$ cat src/rtl/floating_point_add_pipe_if.sv
// Valid/ready stream bundle between the FPU issue queue, the pipelined adder and writeback.
// master = producer/consumer side, slave = the adder.
interface floating_point_add_pipe_if #(
  parameter int exp_width  = 8,
  parameter int frac_width = 23,
  parameter int tag_width  = 4
);
  localparam int width = exp_width + frac_width + 1;

  logic                 in_valid;
  logic                 in_ready;
  logic [width-1:0]     in_op1;
  logic [width-1:0]     in_op2;
  logic                 in_sub;
  logic [1:0]           in_round_mode;
  logic [tag_width-1:0] in_tag;
  logic                 out_valid;
  logic                 out_ready;
  logic [width-1:0]     out_result;
  logic [4:0]           out_exception;
  logic [tag_width-1:0] out_tag;

  modport master (
    output in_valid, in_op1, in_op2, in_sub, in_round_mode, in_tag, out_ready,
    input  in_ready, out_valid, out_result, out_exception, out_tag
  );

  modport slave (
    input  in_valid, in_op1, in_op2, in_sub, in_round_mode, in_tag, out_ready,
    output in_ready, out_valid, out_result, out_exception, out_tag
  );
endinterface

$ cat src/rtl/floating_point_add_pipe.sv
// Three-stage IEEE-754 adder/subtractor: align, add/normalise, round/pack.
// Global stall: every stage holds while the output beat is not taken.
module floating_point_add_pipe #(
  parameter int exp_width  = 8,
  parameter int frac_width = 23,
  parameter int tag_width  = 4
) (
  input  logic                      clk,
  input  logic                      rst_n,
  floating_point_add_pipe_if.slave  stream,
  input  logic                      flags_clear,
  output logic [4:0]                flags_sticky
);
  localparam int width = exp_width + frac_width + 1;
  localparam int ef    = exp_width + frac_width;
  localparam int mw    = frac_width + 4;
  localparam int sw    = $clog2(mw + 1);

  localparam logic [1:0] rm_nearest = 2'd0;
  localparam logic [1:0] rm_zero    = 2'd1;
  localparam logic [1:0] rm_down    = 2'd2;
  localparam logic [1:0] rm_up      = 2'd3;

  localparam int flag_nx = 0;
  localparam int flag_uf = 1;
  localparam int flag_of = 2;
  localparam int flag_nv = 4;

  localparam logic [ef-1:0] inf_mag = {{exp_width{1'b1}}, {frac_width{1'b0}}};
  localparam logic [ef-1:0] max_mag = {{(exp_width-1){1'b1}}, 1'b0, {frac_width{1'b1}}};

  function automatic logic [sw-1:0] count_lz(input logic [mw-1:0] v);
    count_lz = sw'(mw);
    for (int i = 0; i < mw; i++)
      if (v[i]) count_lz = sw'(mw - 1 - i);
  endfunction

  logic advance;
  assign advance         = !stream.out_valid || stream.out_ready;
  assign stream.in_ready = advance;

  logic s1_valid, s2_valid;

  logic                 a_sign, b_sign, a_nan, b_nan, a_snan, b_snan, a_inf, b_inf, swap;
  logic [exp_width-1:0] a_exp, b_exp, big_field, small_field, big_e, small_e, exp_diff;
  logic [frac_width-1:0] a_frac, b_frac;
  logic [mw-1:0]        big_man, small_man, shifted, lost_mask, aligned;
  logic [sw-1:0]        shamt;
  logic                 spec_hit;
  logic [width-1:0]     spec_res, qnan;
  logic [4:0]           spec_flags;

  always_comb begin
    a_sign      = stream.in_op1[width-1];
    a_exp       = stream.in_op1[ef-1:frac_width];
    a_frac      = stream.in_op1[frac_width-1:0];
    b_sign      = stream.in_op2[width-1] ^ stream.in_sub;
    b_exp       = stream.in_op2[ef-1:frac_width];
    b_frac      = stream.in_op2[frac_width-1:0];
    a_nan       = (&a_exp) && (|a_frac);
    b_nan       = (&b_exp) && (|b_frac);
    a_snan      = a_nan && !a_frac[frac_width-1];
    b_snan      = b_nan && !b_frac[frac_width-1];
    a_inf       = (&a_exp) && !(|a_frac);
    b_inf       = (&b_exp) && !(|b_frac);
    swap        = stream.in_op2[ef-1:0] > stream.in_op1[ef-1:0];
    big_field   = swap ? b_exp : a_exp;
    small_field = swap ? a_exp : b_exp;
    big_man     = {|big_field, swap ? b_frac : a_frac, 3'b000};
    small_man   = {|small_field, swap ? a_frac : b_frac, 3'b000};
    // Subnormals share the exponent of the smallest normal.
    big_e       = (big_field == '0) ? exp_width'(1) : big_field;
    small_e     = (small_field == '0) ? exp_width'(1) : small_field;
    exp_diff    = big_e - small_e;
    shamt       = (int'(exp_diff) > frac_width + 3) ? sw'(frac_width + 3) : sw'(exp_diff);
    lost_mask   = ~({mw{1'b1}} << shamt);
    shifted     = small_man >> shamt;
    aligned     = {shifted[mw-1:1], shifted[0] | (|(small_man & lost_mask))};

    spec_hit   = 1'b0;
    spec_res   = '0;
    spec_flags = '0;
    qnan       = a_nan ? stream.in_op1 : stream.in_op2;
    qnan[frac_width-1] = 1'b1;
    if (a_nan || b_nan) begin
      spec_hit            = 1'b1;
      spec_res            = qnan;
      spec_flags[flag_nv] = a_snan || b_snan;
    end else if (a_inf && b_inf && (a_sign != b_sign)) begin
      spec_hit            = 1'b1;
      spec_res            = {1'b1, {exp_width{1'b1}}, 1'b1, {(frac_width-1){1'b0}}};
      spec_flags[flag_nv] = 1'b1;
    end else if (a_inf) begin
      spec_hit = 1'b1;
      spec_res = {a_sign, inf_mag};
    end else if (b_inf) begin
      spec_hit = 1'b1;
      spec_res = {b_sign, inf_mag};
    end
  end

  logic                 s1_sign, s1_sub, s1_both_neg, s1_spec_hit;
  logic [exp_width-1:0] s1_exp;
  logic [mw-1:0]        s1_ma, s1_mb;
  logic [1:0]           s1_rm;
  logic [tag_width-1:0] s1_tag;
  logic [width-1:0]     s1_spec_res;
  logic [4:0]           s1_spec_flags;

  logic [mw:0]          sum;
  logic [sw-1:0]        lz, lshift;
  logic [exp_width-1:0] exp_lim, norm_exp;
  logic [mw-1:0]        norm;

  always_comb begin
    sum      = s1_sub ? ({1'b0, s1_ma} - {1'b0, s1_mb}) : ({1'b0, s1_ma} + {1'b0, s1_mb});
    lz       = count_lz(sum[mw-1:0]);
    exp_lim  = s1_exp - exp_width'(1);
    // Never normalise below the minimum exponent; what remains is subnormal.
    lshift   = (int'(lz) > int'(exp_lim)) ? sw'(exp_lim) : lz;
    norm     = '0;
    norm_exp = '0;
    if (sum[mw]) begin
      norm     = {sum[mw:2], sum[1] | sum[0]};
      norm_exp = s1_exp + exp_width'(1);
    end else begin
      norm     = sum[mw-1:0] << lshift;
      norm_exp = norm[mw-1] ? (s1_exp - exp_width'(lshift)) : '0;
    end
  end

  logic                 s2_sign, s2_zero, s2_both_neg, s2_spec_hit;
  logic [exp_width-1:0] s2_exp;
  logic [mw-2:0]        s2_man;
  logic [1:0]           s2_rm;
  logic [tag_width-1:0] s2_tag;
  logic [width-1:0]     s2_spec_res;
  logic [4:0]           s2_spec_flags;

  logic             guard, rest, inexact, round_up, overflow, tiny;
  logic [ef:0]      rounded;
  logic [width-1:0] res;
  logic [4:0]       flags;

  always_comb begin
    guard    = s2_man[2];
    rest     = s2_man[1] | s2_man[0];
    inexact  = guard | rest;
    round_up = 1'b0;
    case (s2_rm)
      rm_nearest: round_up = guard && (rest || s2_man[3]);
      rm_zero:    round_up = 1'b0;
      rm_down:    round_up = inexact && s2_sign;
      rm_up:      round_up = inexact && !s2_sign;
      default:    round_up = 1'b0;
    endcase
    // The increment ripples into the exponent field, covering mantissa carry and subnormal-to-normal.
    rounded  = {1'b0, s2_exp, s2_man[mw-2:3]} + (ef + 1)'(round_up);
    overflow = (&s2_exp) || (&rounded[ef-1:frac_width]) || rounded[ef];
    tiny     = rounded[ef-1:frac_width] == '0;

    res            = {s2_sign, rounded[ef-1:0]};
    flags          = '0;
    flags[flag_nx] = inexact;
    flags[flag_uf] = tiny && inexact;
    if (s2_spec_hit) begin
      res   = s2_spec_res;
      flags = s2_spec_flags;
    end else if (s2_zero) begin
      res   = {(s2_rm == rm_down) || s2_both_neg, {ef{1'b0}}};
      flags = '0;
    end else if (overflow) begin
      flags          = '0;
      flags[flag_of] = 1'b1;
      flags[flag_nx] = 1'b1;
      case (s2_rm)
        rm_nearest: res = {s2_sign, inf_mag};
        rm_zero:    res = {s2_sign, max_mag};
        rm_up:      res = {s2_sign, s2_sign ? max_mag : inf_mag};
        rm_down:    res = {s2_sign, s2_sign ? inf_mag : max_mag};
        default:    res = {s2_sign, inf_mag};
      endcase
    end
  end

  always_ff @(posedge clk) begin
    if (advance) begin
      s1_sign       <= swap ? b_sign : a_sign;
      s1_sub        <= a_sign != b_sign;
      s1_both_neg   <= a_sign && b_sign;
      s1_exp        <= big_e;
      s1_ma         <= big_man;
      s1_mb         <= aligned;
      s1_rm         <= stream.in_round_mode;
      s1_tag        <= stream.in_tag;
      s1_spec_hit   <= spec_hit;
      s1_spec_res   <= spec_res;
      s1_spec_flags <= spec_flags;
      s2_sign       <= s1_sign;
      s2_zero       <= sum == '0;
      s2_both_neg   <= s1_both_neg;
      s2_exp        <= norm_exp;
      s2_man        <= norm[mw-2:0];
      s2_rm         <= s1_rm;
      s2_tag        <= s1_tag;
      s2_spec_hit   <= s1_spec_hit;
      s2_spec_res   <= s1_spec_res;
      s2_spec_flags <= s1_spec_flags;
    end
  end

  // Clear takes effect before the accepted beat's flags are merged in.
  always_ff @(posedge clk) begin
    if (!rst_n) begin
      s1_valid             <= 1'b0;
      s2_valid             <= 1'b0;
      stream.out_valid     <= 1'b0;
      stream.out_result    <= '0;
      stream.out_exception <= '0;
      stream.out_tag       <= '0;
      flags_sticky         <= '0;
    end else begin
      if (advance) begin
        s1_valid             <= stream.in_valid;
        s2_valid             <= s1_valid;
        stream.out_valid     <= s2_valid;
        stream.out_result    <= res;
        stream.out_exception <= flags;
        stream.out_tag       <= s2_tag;
      end
      flags_sticky <= (flags_clear ? 5'b0 : flags_sticky) |
                      ((stream.out_valid && stream.out_ready) ? stream.out_exception : 5'b0);
    end
  end
endmodule

$ cat src/flat_wrapper.sv
// flat-port wrapper written by rule: the top's interface ports become plain ports
module floating_point_add_pipe_flat 
#(
  parameter int exp_width  = 8,
  parameter int frac_width = 23,
  parameter int tag_width  = 4
)
  (clk, rst_n, flags_clear, flags_sticky, stream_in_valid, stream_in_op1, stream_in_op2, stream_in_sub, stream_in_round_mode, stream_in_tag, stream_out_ready, stream_in_ready, stream_out_valid, stream_out_result, stream_out_exception, stream_out_tag);
  floating_point_add_pipe_if #(.exp_width(exp_width), .frac_width(frac_width), .tag_width(tag_width)) stream_i ();
  input  logic clk;
  input  logic rst_n;
  input  logic flags_clear;
  output logic [4:0] flags_sticky;
  input wire logic [$bits(stream_i.in_valid)-1:0] stream_in_valid;
  input wire logic [$bits(stream_i.in_op1)-1:0] stream_in_op1;
  input wire logic [$bits(stream_i.in_op2)-1:0] stream_in_op2;
  input wire logic [$bits(stream_i.in_sub)-1:0] stream_in_sub;
  input wire logic [$bits(stream_i.in_round_mode)-1:0] stream_in_round_mode;
  input wire logic [$bits(stream_i.in_tag)-1:0] stream_in_tag;
  input wire logic [$bits(stream_i.out_ready)-1:0] stream_out_ready;
  output wire logic [$bits(stream_i.in_ready)-1:0] stream_in_ready;
  output wire logic [$bits(stream_i.out_valid)-1:0] stream_out_valid;
  output wire logic [$bits(stream_i.out_result)-1:0] stream_out_result;
  output wire logic [$bits(stream_i.out_exception)-1:0] stream_out_exception;
  output wire logic [$bits(stream_i.out_tag)-1:0] stream_out_tag;
  assign stream_i.in_valid = stream_in_valid;
  assign stream_i.in_op1 = stream_in_op1;
  assign stream_i.in_op2 = stream_in_op2;
  assign stream_i.in_sub = stream_in_sub;
  assign stream_i.in_round_mode = stream_in_round_mode;
  assign stream_i.in_tag = stream_in_tag;
  assign stream_i.out_ready = stream_out_ready;
  assign stream_in_ready = stream_i.in_ready;
  assign stream_out_valid = stream_i.out_valid;
  assign stream_out_result = stream_i.out_result;
  assign stream_out_exception = stream_i.out_exception;
  assign stream_out_tag = stream_i.out_tag;
  floating_point_add_pipe #(.exp_width(exp_width), .frac_width(frac_width), .tag_width(tag_width)) u_core (.clk(clk), .rst_n(rst_n), .stream(stream_i), .flags_clear(flags_clear), .flags_sticky(flags_sticky));
endmodule
$ cat config.mk
export PLATFORM = sky130hd
export DESIGN_NAME = floating_point_add_pipe_flat
export DESIGN_NICKNAME = d
export VERILOG_FILES = /design/src/rtl/floating_point_add_pipe_if.sv /design/src/rtl/floating_point_add_pipe.sv /design/src/flat_wrapper.sv
export SDC_FILE = /design/constraint.sdc
export NUM_CORES = 1
export LEC_CHECK = 0
export BUFFER_PORTS_ARGS = -buffer_cell sky130_fd_sc_hd__buf_2
export CORE_ASPECT_RATIO = 1.5
export CORE_MARGIN = 8
export CORE_UTILIZATION = 56
export CTS_BUF_LIST = sky130_fd_sc_hd__clkbuf_8
export CTS_CLUSTER_SIZE = 25
export DETAILED_ROUTE_END_ITERATION = 8
export GPL_TIMING_DRIVEN = 0
export PLACE_DENSITY = 0.87
export SLEW_MARGIN = 20
export SYNTH_ARGS = -nofsm -noshare
export SYNTH_HDL_FRONTEND = slang
export SYNTH_SLANG_ARGS = --single-unit
$ cat constraint.sdc
create_clock -name clk -period 8.2 [get_ports clk]
set_input_delay 0.82 -clock clk [delete_from_list [all_inputs] [get_ports clk]]
set_output_delay 0.82 -clock clk [all_outputs]
set_load 0.05 [all_outputs]
==> results of run 1 <==
[cells in the mapped netlist, types with 37 or more instances]
cell and n:
a21o_1 42, nor2_1 145, mux2_2 46, a211oi_1 49, o21ai_0 153, nand2_1 159
inv_1 107, xnor2_1 40, clkbuf_1 75, mux2i_1 116, nand4_1 37, a21oi_1 183
ha_1 103, edfxtp_1 179, nand3_1 55, nor3_1 38, dfxtp_1 47
[state kept, by name (all words and copies together), names as in the netlist, 2 cells and up]
signal / cells
u_core.s1_rm: 2
u_core.s2_tag: 4
u_core.flags_sticky: 4
u_core.s1_exp: 8
u_core.s1_spec_res: 32
u_core.s2_exp: 8
u_core.s2_spec_res: 32
u_core.s1_ma: 24
u_core.stream.out_result: 32
u_core.stream.out_exception: 4
u_core.s1_mb: 27
u_core.s2_man: 26
u_core.s1_tag: 4
u_core.s2_rm: 2
u_core.stream.out_tag: 4
[per-stage QoR]
| step | cell area [µm²] | worst slack (ns) | power, mW |
|---|---|---|---|
| global placement | 19200 | -2.62 | 4.16 |
| floorplan | 18100 | 0.120 | 3.35 |
| finish | 20400 | 0.185 | 5.37 |
| CTS | 20100 | 0.00882 | 5.18 |
| detailed placement | 19300 | -2.64 | 4.19 |
| global route | 20400 | -0.0230 | 5.58 |
[area by class of cell]
type,count,area (µm²)
fillers,2722,11400
multi-input cells,1583,11100
flip-flops and latches,226,6320
repair buffers,136,778
plain buffers,114,583
well taps,410,513
clock buffers,35,482
inverters,112,420
clock inverters,28,220
diodes,2,5.00
[kinds of logic after synthesis]
logic type | count (synthesis)
compound gates | 649
xor+xnor | 61
fa+ha+maj | 106
buf+inv | 228
flops | 226
mux | 164
other cells | 1
simple gates | 600
[critical path: cells and delay by family (launching register included)]
family | cells | cell delay (ns)
compound gates | 13 | 2.71
fa+ha+maj | 2 | 0.68
buf+inv | 8 | 2.25
flops | 1 | 0.45
simple gates | 10 | 1.66
[worst min-delay path by stage]
| stage | cells after the start | slack [ns] | from | end |
|---|---|---|---|---|
| detailed placement | 0 | 0.40 | u_core.s1_sign | u_core.s2_sign |
| global placement | 0 | 0.40 | u_core.s1_spec_res[2] | u_core.s2_spec_res[2] |
| floorplan | 0 | 0.40 | u_core.s1_both_neg | u_core.s2_both_neg |
| global route | 0 | 0.41 | u_core.s1_rm[0] | u_core.s2_rm[0] |
| CTS | 0 | 0.39 | u_core.s1_rm[0] | u_core.s2_rm[0] |
| finish | 0 | 0.38 | u_core.s1_rm[0] | u_core.s2_rm[0] |
[repair_timing]
| action | in CTS | in global routing |
|---|---|---|
| setup endpoints to repair | 31 | 34 |
| gates resized for setup | 42 | 60 |
| buffers inserted | 1 | 11 |
| pin swaps | 2 | 8 |
| hold endpoints to repair | 0 | 0 |
| cloned | 0 | 1 |
| hold buffers | 0 | 0 |
[where the power goes]
part	leakage (nW)	internal (mW)	total, mW	switching (mW)
Sequential	2.42	1.47	1.63	0.158
Clock	0.393	0.504	0.956	0.452
Combinational	5.78	0.933	2.78	1.85
[per-layer routing]
layer / vias to the layer above / GRT usage, %
met2: 1010 / 60.6
met1: 8447 / 37.3
met5: - / 0
li1: 8019 / -
met3: 376 / 5.42
met4: 2 / 27.4
==> metrics.md, run 1 <==
| Metric | Value |
|---|---|
| Most frequent cells in the layout | edfxtp_1, a21oi_1, nand2_1, o21ai_0, nor2_1 |
| Total track usage | between 30% and 40% |
| DRC errors left | 0 |
| Setup TNS | 0 ns |
| Chip width | approximately 160 µm |
| Wl on met1 | roughly 24000 µm |
| Area delta synth->final | 13.2% |
| TritonCTS clock tree | yes |
| Largest family of logic cells by synthesized area | compound AO/OA/AOI/OAI gates |
| Worst hold slack | around 0.38 ns |
| Synth Area in Compound Gates | a little under a quarter |
| Row count | 80 |
| Final Non-Filler Cells | roughly 2600 |
| CP max stage delay | around 0.56 ns |
| CTS root buffer | clkbuf_8 |
| Max Cap Viol | 0 |
| Antenna violations before repair | 2 |
| Final ANT Viol Nets | 0 |
| Vias in the first global route | 17370 |
| Routability Congestion | approximately 1.0 |
| CP most frequent cell | buf_2 |
| Critical Path Sink Type | flop |
| Layout net count | 2390 |
| Hold Violations, Final | 0 |
| WL/cell | 26.3 µm |
| Final setup fails | 0 |
| Clock slew at reported path FFs | ~0.070 ns |
| Sequential area share after synthesis | a little over a third |
| CTS sink count | between 200 and 250 |
| RR Endpoint | u_core.s2_exp[6] |
| R2r setup slk | around 0.19 ns |
| Yosys warns | 0 |
| Commonest non-fill, non-tap cell in the layout | edfxtp_1 |
| Critical R2R Launch | u_core.s1_sub |
| Clock Latency Late Sink | between 0.5 and 0.6 ns |
| Fin crit share | between 90 and 100% |
| Final core utilization | 64.2% |
| Synth Area in Adders | under 10% |
| Cell taking the most area after synthesis | edfxtp_1 |
| Critical path required time | roughly 8.5 ns |
| Clock Skew | between 0.05 and 0.06 ns |
| DRT iter0 DRCs | between 1500 and 2000 |
| Initial core utilization | between 50% and 60% |
| Mux share of post-synthesis cell area | approximately a tenth |
| H-tree depth | 2 |
| DP Cell Count | ~2600 |
| PortBufs | roughly 120 |
| Yosys reg bits | ~230 |
| DRT Wirelength | between 60000 and 70000 µm |
| FMAX | about 120 MHz |
| I/O pin cnt | 124 |
| First-pass DRT Iterations | 6 |
| Detail Placement HPWL | ~54000 µm |
| Synth top area share | about 30% |
| Core area | 31800 µm² |
| Layout cell share with drive strength beyond 1 | between 10% and 20% |
| Reg2Reg Depth | 33 |
| Crit path launch type | flop |
| First-pass GRT wire length | 103000 µm |
| Die ar. | 38400 µm² |
| Fraction of registers with async set/reset | 0% |
| Crit-path slowest cell | buf_1 |
| Synth Area in Simple Gates | 16.6% |
| Die height | around 240 µm |
| Total CTS buffers | 35 |
| Top FF cell, synth | edfxtp_1 |
| Vias per inst | about 6.7 |
| Post-synth EDFFs | ~180 |
| Least-Margin Pin Slew | 0.866 ns |
| Total grt overflow | 0 |
| Max-slew violations | 0 |
| Post-synth cell types | about 100 |
| Largest net degree at the start of global routing | slightly above 60 |
| Critical path type | reg -> reg |
| Post-synth design cell area | around 18000 µm² |
| Critical path endpoint | u_core.s2_exp[6] |
| PD cells | roughly 260 nW/µm² |
| Top layer reached by signal wires | met5 |
| Slew headroom | roughly 42% |
| DR WL met2 | 33900 µm |
| Worst EP arrival | ~8.3 ns |
| Hold crit path type | reg -> reg |
| CP max FO | 10 |
| Synth top area cells | edfxtp_1, ha_1, mux2i_1, dfxtp_1, a21oi_1 |
| Mapped Cells | between 2000 and 2500 |
| Max clock buf depth | 3 |
| Peak supply drop | approximately 0.00018 V |
| Synth Area per Inst | 8.87 µm² |
| Status | finished, final reports clean |
| Met3 wire len | ~4900 µm |
| Post-layout min period | 8.01 ns |
| Xor/xnor share of the synthesized area | approximately 3.0% |
| Vias | about 18000 |
| Crit path from | u_core.s1_sub |
| Static leakage | around 8.6 nW |
Power figures use the tool's default switching activity.
==> run 2, diff against run 1 <==
PLACE_DENSITY = 0.84   (was 0.87)
REMOVE_ABC_BUFFERS = 1   (was not set)
clock period = 8.9 ns   (was 8.2 ns; I/O delays follow)
==> run 2 against run 1 <==
Net effect:
- routed wire length is 12% lower
- register-to-register slack better by 0.07 ns
- final area shrank 3.1%
- non-clock buffer count decreased by 102
- final cell count shrank 3.9%
- first-iteration DRC count down 4.6%
- highest routed layer is now met4
==> metrics.md, run 2 (same netlist as run 1, synthesis figures left out) <==
| Metric | Value |
|---|---|
| Clock Latency Late Sink | 0.54 ns (-0.02 ns) |
| Worst EP arrival | 8.92 ns (+0.60 ns) |
| Total grt overflow | 0 (unchanged) |
| DRC errors left | 0 (unchanged) |
| CTS sink count | 226 (unchanged) |
| Vias per inst | 6.66 (-1.3%) |
| Static leakage | 8.30 nW (-3.4%) |
| Critical Path Sink Type | flop |
| Commonest non-fill, non-tap cell in the layout | a21oi_1 |
| H-tree depth | 2 (unchanged) |
| Crit path from | u_core.s1_mb[0] |
| Gr busiest metal | met2 |
| Clock Skew | 0.0371 ns (-0.0149 ns) |
| Detail Placement HPWL | 47000 µm (-14%) |
| Critical path type | reg -> reg |
| First-pass GRT wire length | 91700 µm (-11%) |
| Final core utilization | 62.2% (-2.0 points) |
| Vias in the first global route | 16227 (-6.6%) |
| I/O pin cnt | 124 (unchanged) |
| Core area | 31800 µm² (unchanged) |
| Most frequent cells in the layout | a21oi_1, edfxtp_1, nand2_1, o21ai_0, nor2_1 |
| Post-layout min period | 8.64 ns (+0.630 ns) |
| Routability Congestion | 1.01 (-4.0%) |
| FMAX | 116 MHz (-7.3%) |
| Met1 Use GR | 32.6% (-4.7 points) |
| Largest net degree at the start of global routing | 98 (+61%) |
| Max clock buf depth | 3 (unchanged) |
| Worst hold slack | 0.405 ns (+0.0253 ns) |
| Final setup fails | 0 (unchanged) |
| Vias | 16923 (-5.2%) |
| Die height | 236 µm (unchanged) |
| Die ar. | 38400 µm² (unchanged) |
| Final ANT Viol Nets | 0 (unchanged) |
| Max Cap Viol | 0 (unchanged) |
| Fin crit share | 97.1% (-0.61 points) |
| Crit-path slowest cell | o31ai_1 |
| PD cells | 233 nW/µm² (-11%) |
| CTS root buffer | clkbuf_8 |
| FILL cells | 2747 (+0.92%) |
| Post-CTS Hold Buffers | 0 (unchanged) |
| Peak supply drop | 0.0000995 V (-45%) |
| TritonCTS clock tree | yes |
| Clock slew at reported path FFs | 0.07 ns (about the same) |
| Hold_sp | u_core.s1_spec_flags[4] |
| CP most frequent cell | o21a_1 |
| Row count | 80 (unchanged) |
| Crit path launch type | flop |
| Area delta synth->final | 9.67% |
| CP max stage delay | 0.93 ns (+0.37 ns) |
| PortBufs | 121 (unchanged) |
| DRT Wirelength | 60900 µm (-12%) |
| Critical path required time | 9.18 ns (+0.68 ns) |
| Chip width | 163 µm (unchanged) |
| Layout net count | 2288 (-4.3%) |
| Max-slew violations | 0 (unchanged) |
| Slew headroom | 23.3% (-18 points) |
| WL/cell | 24.0 µm (-8.8%) |
| Overall Power | 4.62 mW (-14%) |
| Met2 Resource Use GR | 53.7% (-6.9 points) |
| First-pass DRT Iterations | 8 (+2) |
| DRT iter0 DRCs | 1661 (-4.6%) |
| Reg area | 6320 µm² (unchanged) |
| M3 GR Usage | 4.10% (-1.3 points) |
| CP max FO | 26 (+16) |
| Hold Violations, Final | 0 (unchanged) |
| Status | finished, final reports clean |
| Regs by FF count | u_core.s1_spec_res (32), u_core.s2_spec_res (32), u_core.stream.out_result (32) |
| Hold crit path type | reg -> reg |
| Total track usage | 30.5% (-4.5 points) |
| Antenna violations before repair | 1 (-1) |
| Critical R2R Launch | u_core.s1_mb[0] |
| Initial core utilization | 56.7% (unchanged) |
| Layout cell share with drive strength beyond 1 | 14.7% (-2.6 points) |
| Total CTS buffers | 34 (-2.9%) |
| Least-Margin Pin Slew | 1.14 ns (+0.275 ns) |
| Multi-input logic area | 10900 µm² (-1.5%) |
[run 2: metrics by stage]
step / TNS, ns / setup slack [ns] / instance area (µm²) / std cells
2_1_floorplan: -126.10 / -5.19 / 17500 / 1920
3_3_place_gp: -775.12 / -8.93 / 18700 / 2451
3_5_place_dp: -8.07 / -0.958 / 19000 / 2464
4_1_cts: 0 / 0.0112 / 19600 / 2525
5_1_grt: -0.00643 / -0.00643 / 19800 / 2542
6_report: 0 / 0.256 / 19800 / 2542
[run 2: layout make-up]
class | count | share of cell area, %
antenna | 1 | 0.0126
clock inverter | 24 | 0.550
sequential | 226 | 31.9
inverter | 112 | 2.15
multi-input combinational | 1584 | 55.3
timing repair buffer | 148 | 4.96
clock buffer | 37 | 2.57
tap | 410 | 2.59
[run 2: worst paths after layout]
| check | end | depth (start not counted) | slack (ns) |
|---|---|---|---|
| hold reg to reg | u_core.s2_spec_flags[4] | 0 | 0.40 |
| hold / removal | u_core.s2_spec_flags[4] | 0 | 0.40 |
| setup reg to reg | u_core.s2_exp[6] | 29 | 0.26 |
| setup / recovery | u_core.s2_exp[6] | 29 | 0.26 |
[run 2: power by group]
group / internal [mW] / total (mW) / switching, mW / leakage (nW)
clock network: 0.387 / 0.777 / 0.390 / 0.363
logic: 0.809 / 2.32 / 1.51 / 5.52
registers: 1.36 / 1.52 / 0.163 / 2.42
[run 2: routing by layer]
layer	vias up	part of all wire, %
met5	-	0
met4	0	8.6
met3	264	5.9
met2	866	50
met1	7988	36
li1	7805	-
[run 2: worst max-delay path, delay by kind of cell, from the launching register on]
kind / cells / cell delay (ns)
AND/OR/NAND/NOR: 9 / 1.81
AO/OA/AOI/OAI: 16 / 4.87
adder cells (fa/ha/maj): 2 / 0.54
buffers and inverters: 2 / 0.48
flip-flops: 1 / 0.63
[run 2: what timing repair did]
action	4_1_cts	5_1_grt
resized for setup	4	12
endpoints found under the setup margin	10	23
setup buffers	0	13
pin swaps	0	4
cloned	0	2
==> run 3, diff against run 2 <==
BUFFER_PORTS_ARGS = -buffer_cell sky130_fd_sc_hd__buf_4   (was -buffer_cell sky130_fd_sc_hd__buf_2)
clock period = 9 ns   (was 8.9 ns; I/O delays follow)
==> run 3 against run 2 <==
Net effect:
- routed wire length decreased by 0.49%
- via count decreased by 1.3%
- die area did not move
- sequential power about the same
- non-clock buffer count fell by 10
- combinational power is essentially flat
- core utilization increased by 0.85 points
- final cell count decreased by 0.59%
- global-route usage hardly changed
- power up 0.67%
==> metrics.md, run 3 (same netlist as run 1, synthesis figures left out) <==
| Metric | Value |
|---|---|
| Top layer reached by signal wires | met4 |
| Hold crit path type | reg -> reg |
| Max Cap Viol | 0 (unchanged) |
| Hold EP | u_core.s2_rm[1] |
| DRT Wirelength | 60600 µm (-0.49%) |
| Row count | 80 (unchanged) |
| FILL cells | 2751 (+0.15%) |
| I/O pin cnt | 124 (unchanged) |
| Antenna violations before repair | 1 (unchanged) |
| Chip width | 163 µm (unchanged) |
| Clock Skew | 0.0196 ns (-0.0175 ns) |
| Final core utilization | 63.1% (+0.85 points) |
| PD cells | 232 nW/µm² (-0.68%) |
| Post-layout min period | ~9 ns |
| Hold Path Depth | 0 (unchanged) |
| TritonCTS clock tree | yes |
| Vias | 16710 (-1.3%) |
| Slew headroom | 28.0% (+4.7 points) |
| Wl on met1 | 21700 µm (+0.15%) |
| DRC errors left | 0 (unchanged) |
| Clock slew at reported path FFs | 0.07 ns (about the same) |
| Regs by FF count | u_core.s1_spec_res (32), u_core.s2_spec_res (32), u_core.stream.out_result (32) |
| Fin crit share | 98.2% |
| Final ANT Viol Nets | 0 (unchanged) |
| FMAX | 113 MHz |
| Vias per inst | 6.61 (-0.67%) |
| Critical path required time | 9.34 ns (+0.16 ns) |
| Met3 wire len | 3140 µm (-13%) |
| DRT iter0 DRCs | 1582 (-4.8%) |
| CTS root buffer | clkbuf_8 |
| Worst EP arrival | 9.18 ns (+0.26 ns) |
| Worst hold slack | 0.418 ns (+0.0134 ns) |
| Hold_sp | u_core.s1_rm[1] |
| CP max FO | 63 (+140%) |
| WL/cell | 24.0 µm (about the same) |
| CP most frequent cell | a21o_1 |
| Area delta synth->final | 11.2% |
| Total grt overflow | 0 (unchanged) |
| Layout net count | 2273 (-0.66%) |
| RR Endpoint | u_core.s2_exp[7] |
| Initial core utilization | 56.7% (unchanged) |
| Die ar. | 38400 µm² (unchanged) |
| DR WL met2 | 30700 µm (+0.96%) |
| Largest net degree at the start of global routing | 95 (-3.1%) |
| Final setup fails | 0 (unchanged) |
| RSZ-0062 raised after global routing | yes |
| Reg2Reg Depth | 29 (unchanged) |
| Vias in the first global route | 16306 (+0.49%) |
| Status | finished, final reports clean |
| Routability Congestion | 1.02 (+1.3%) |
| Commonest non-fill, non-tap cell in the layout | a21oi_1 |
| R2r setup slk | 0.47 ns (+0.21 ns) |
| Hold Violations, Final | 0 (unchanged) |
| Static leakage | 8.33 nW (+0.30%) |
| Critical R2R Launch | u_core.s1_ma[11] |
| Cell family with most CP delay | compound AO/OA/AOI/OAI gates |
| CP max stage delay | 0.76 ns (-0.17 ns) |
| Least-Margin Pin Slew | 1.05 ns (-0.0882 ns) |
| Peak supply drop | 0.000122 V (+22%) |
| Most frequent cells in the layout | a21oi_1, edfxtp_1, nand2_1, o21ai_0, nor2_1 |
| First-pass DRT Iterations | 8 (unchanged) |
| Die height | 236 µm (unchanged) |
| Clock Latency Late Sink | 0.60 ns (+0.06 ns) |
| Critical Path Sink Type | flop |
| H-tree depth | 1 (-1) |
| Crit path buffers/inverters | 5 (+3) |
| Crit path launch type | input port |
| Total track usage | 30.5% (+0.043 points) |
| Overall Power | 4.65 mW (+0.67%) |
| Core area | 31800 µm² (unchanged) |
| Total CTS buffers | 31 (-8.8%) |
| Max clock buf depth | 3 (unchanged) |
| Crit-path slowest cell | xnor2_1 |
| Detail Placement HPWL | 47900 µm (+1.9%) |
| Critical path type | in -> reg |
| Max-slew violations | 0 (unchanged) |
| First-pass GRT wire length | 91700 µm (about the same) |
| PortBufs | 121 (unchanged) |
| CTS sink count | 226 (unchanged) |
| Layout cell share with drive strength beyond 1 | 14.4% (-0.37 points) |
run 3: cell types whose count changed in the layout (fill, tap and decap cells not counted), sizes merged:
cell / previous run / this run
a32o: 5 / 3
buf: 148 / 138
bufinv: 0 / 3
clkbuf: 37 / 36
clkinv: 10 / 11
inv: 125 / 119
run 3: worst max path at each step:
stage | from | endpoint | slack (ns) | cells after the start
after floorplan | stream_in_op1[16] | u_core.s1_mb[0] | -5.10 | 30
after global placement | stream_in_op1[16] | u_core.s1_mb[0] | -9.31 | 30
after detailed placement | stream_in_op1[16] | u_core.s1_mb[0] | -0.97 | 32
after CTS | stream_in_op1[16] | u_core.s1_mb[0] | 0.14 | 35
after global routing | stream_in_op1[1] | u_core.s1_mb[0] | -0.1 | 32
final | stream_in_op1[16] | u_core.s1_mb[0] | 0.16 | 32
run 3: metal layers:
layer | track usage (%) | vias to the layer above
li1 | - | 7758
met1 | 32.7 | 7933
met2 | 54.3 | 777
met5 | 0 | -
met3 | 2.91 | 242
met4 | 23.1 | 0
run 3: cell type report:
class | instances | area [µm²] | share of cell area [%]
multi-input combinational | 1582 | 10900 | 54.3
sequential | 226 | 6320 | 31.5
timing repair buffer | 138 | 1230 | 6.14
tap | 410 | 513 | 2.56
clock buffer | 36 | 495 | 2.47
inverter | 112 | 425 | 2.12
clock inverter | 22 | 188 | 0.935
antenna | 1 | 2.50 | 0.0125
run 3: repair_timing:
action | in CTS | in global routing
cloned | 0 | 0
endpoints found under the setup margin | 2 | 10
pin swaps | 0 | 1
resized for setup | 4 | 8
hold buffers | 0 | 0
buffers inserted | 0 | 1
run 3: through the flow:
| step | TNS (ns) | setup slack (ns) | std cells | area (µm²) |
|---|---|---|---|---|
| final | 0 | 0.158 | 2527 | 20100 |
| after global routing | -0.0957 | -0.0957 | 2527 | 20100 |
| after CTS | 0 | 0.145 | 2524 | 20000 |
| after detailed placement | -5.84 | -0.968 | 2466 | 19300 |
| after global placement | -748.58 | -9.31 | 2451 | 19000 |
| after floorplan | -123.49 | -5.10 | 1920 | 17500 |
run 3: worst register-to-register path, delay by kind of cell (launching register included):
kind	cells	cell delay, ns
flip-flops	1	0.42
AND/OR/NAND/NOR	10	2.42
adder cells (fa/ha/maj)	3	1.30
XOR/XNOR	2	0.62
AO/OA/AOI/OAI	11	2.73
buffers and inverters	3	0.76
run 3: report_power, final:
group | switching (mW) | total [mW] | internal, mW
logic | 1.48 | 2.31 | 0.822
clock network | 0.386 | 0.843 | 0.457
registers | 0.160 | 1.50 | 1.34
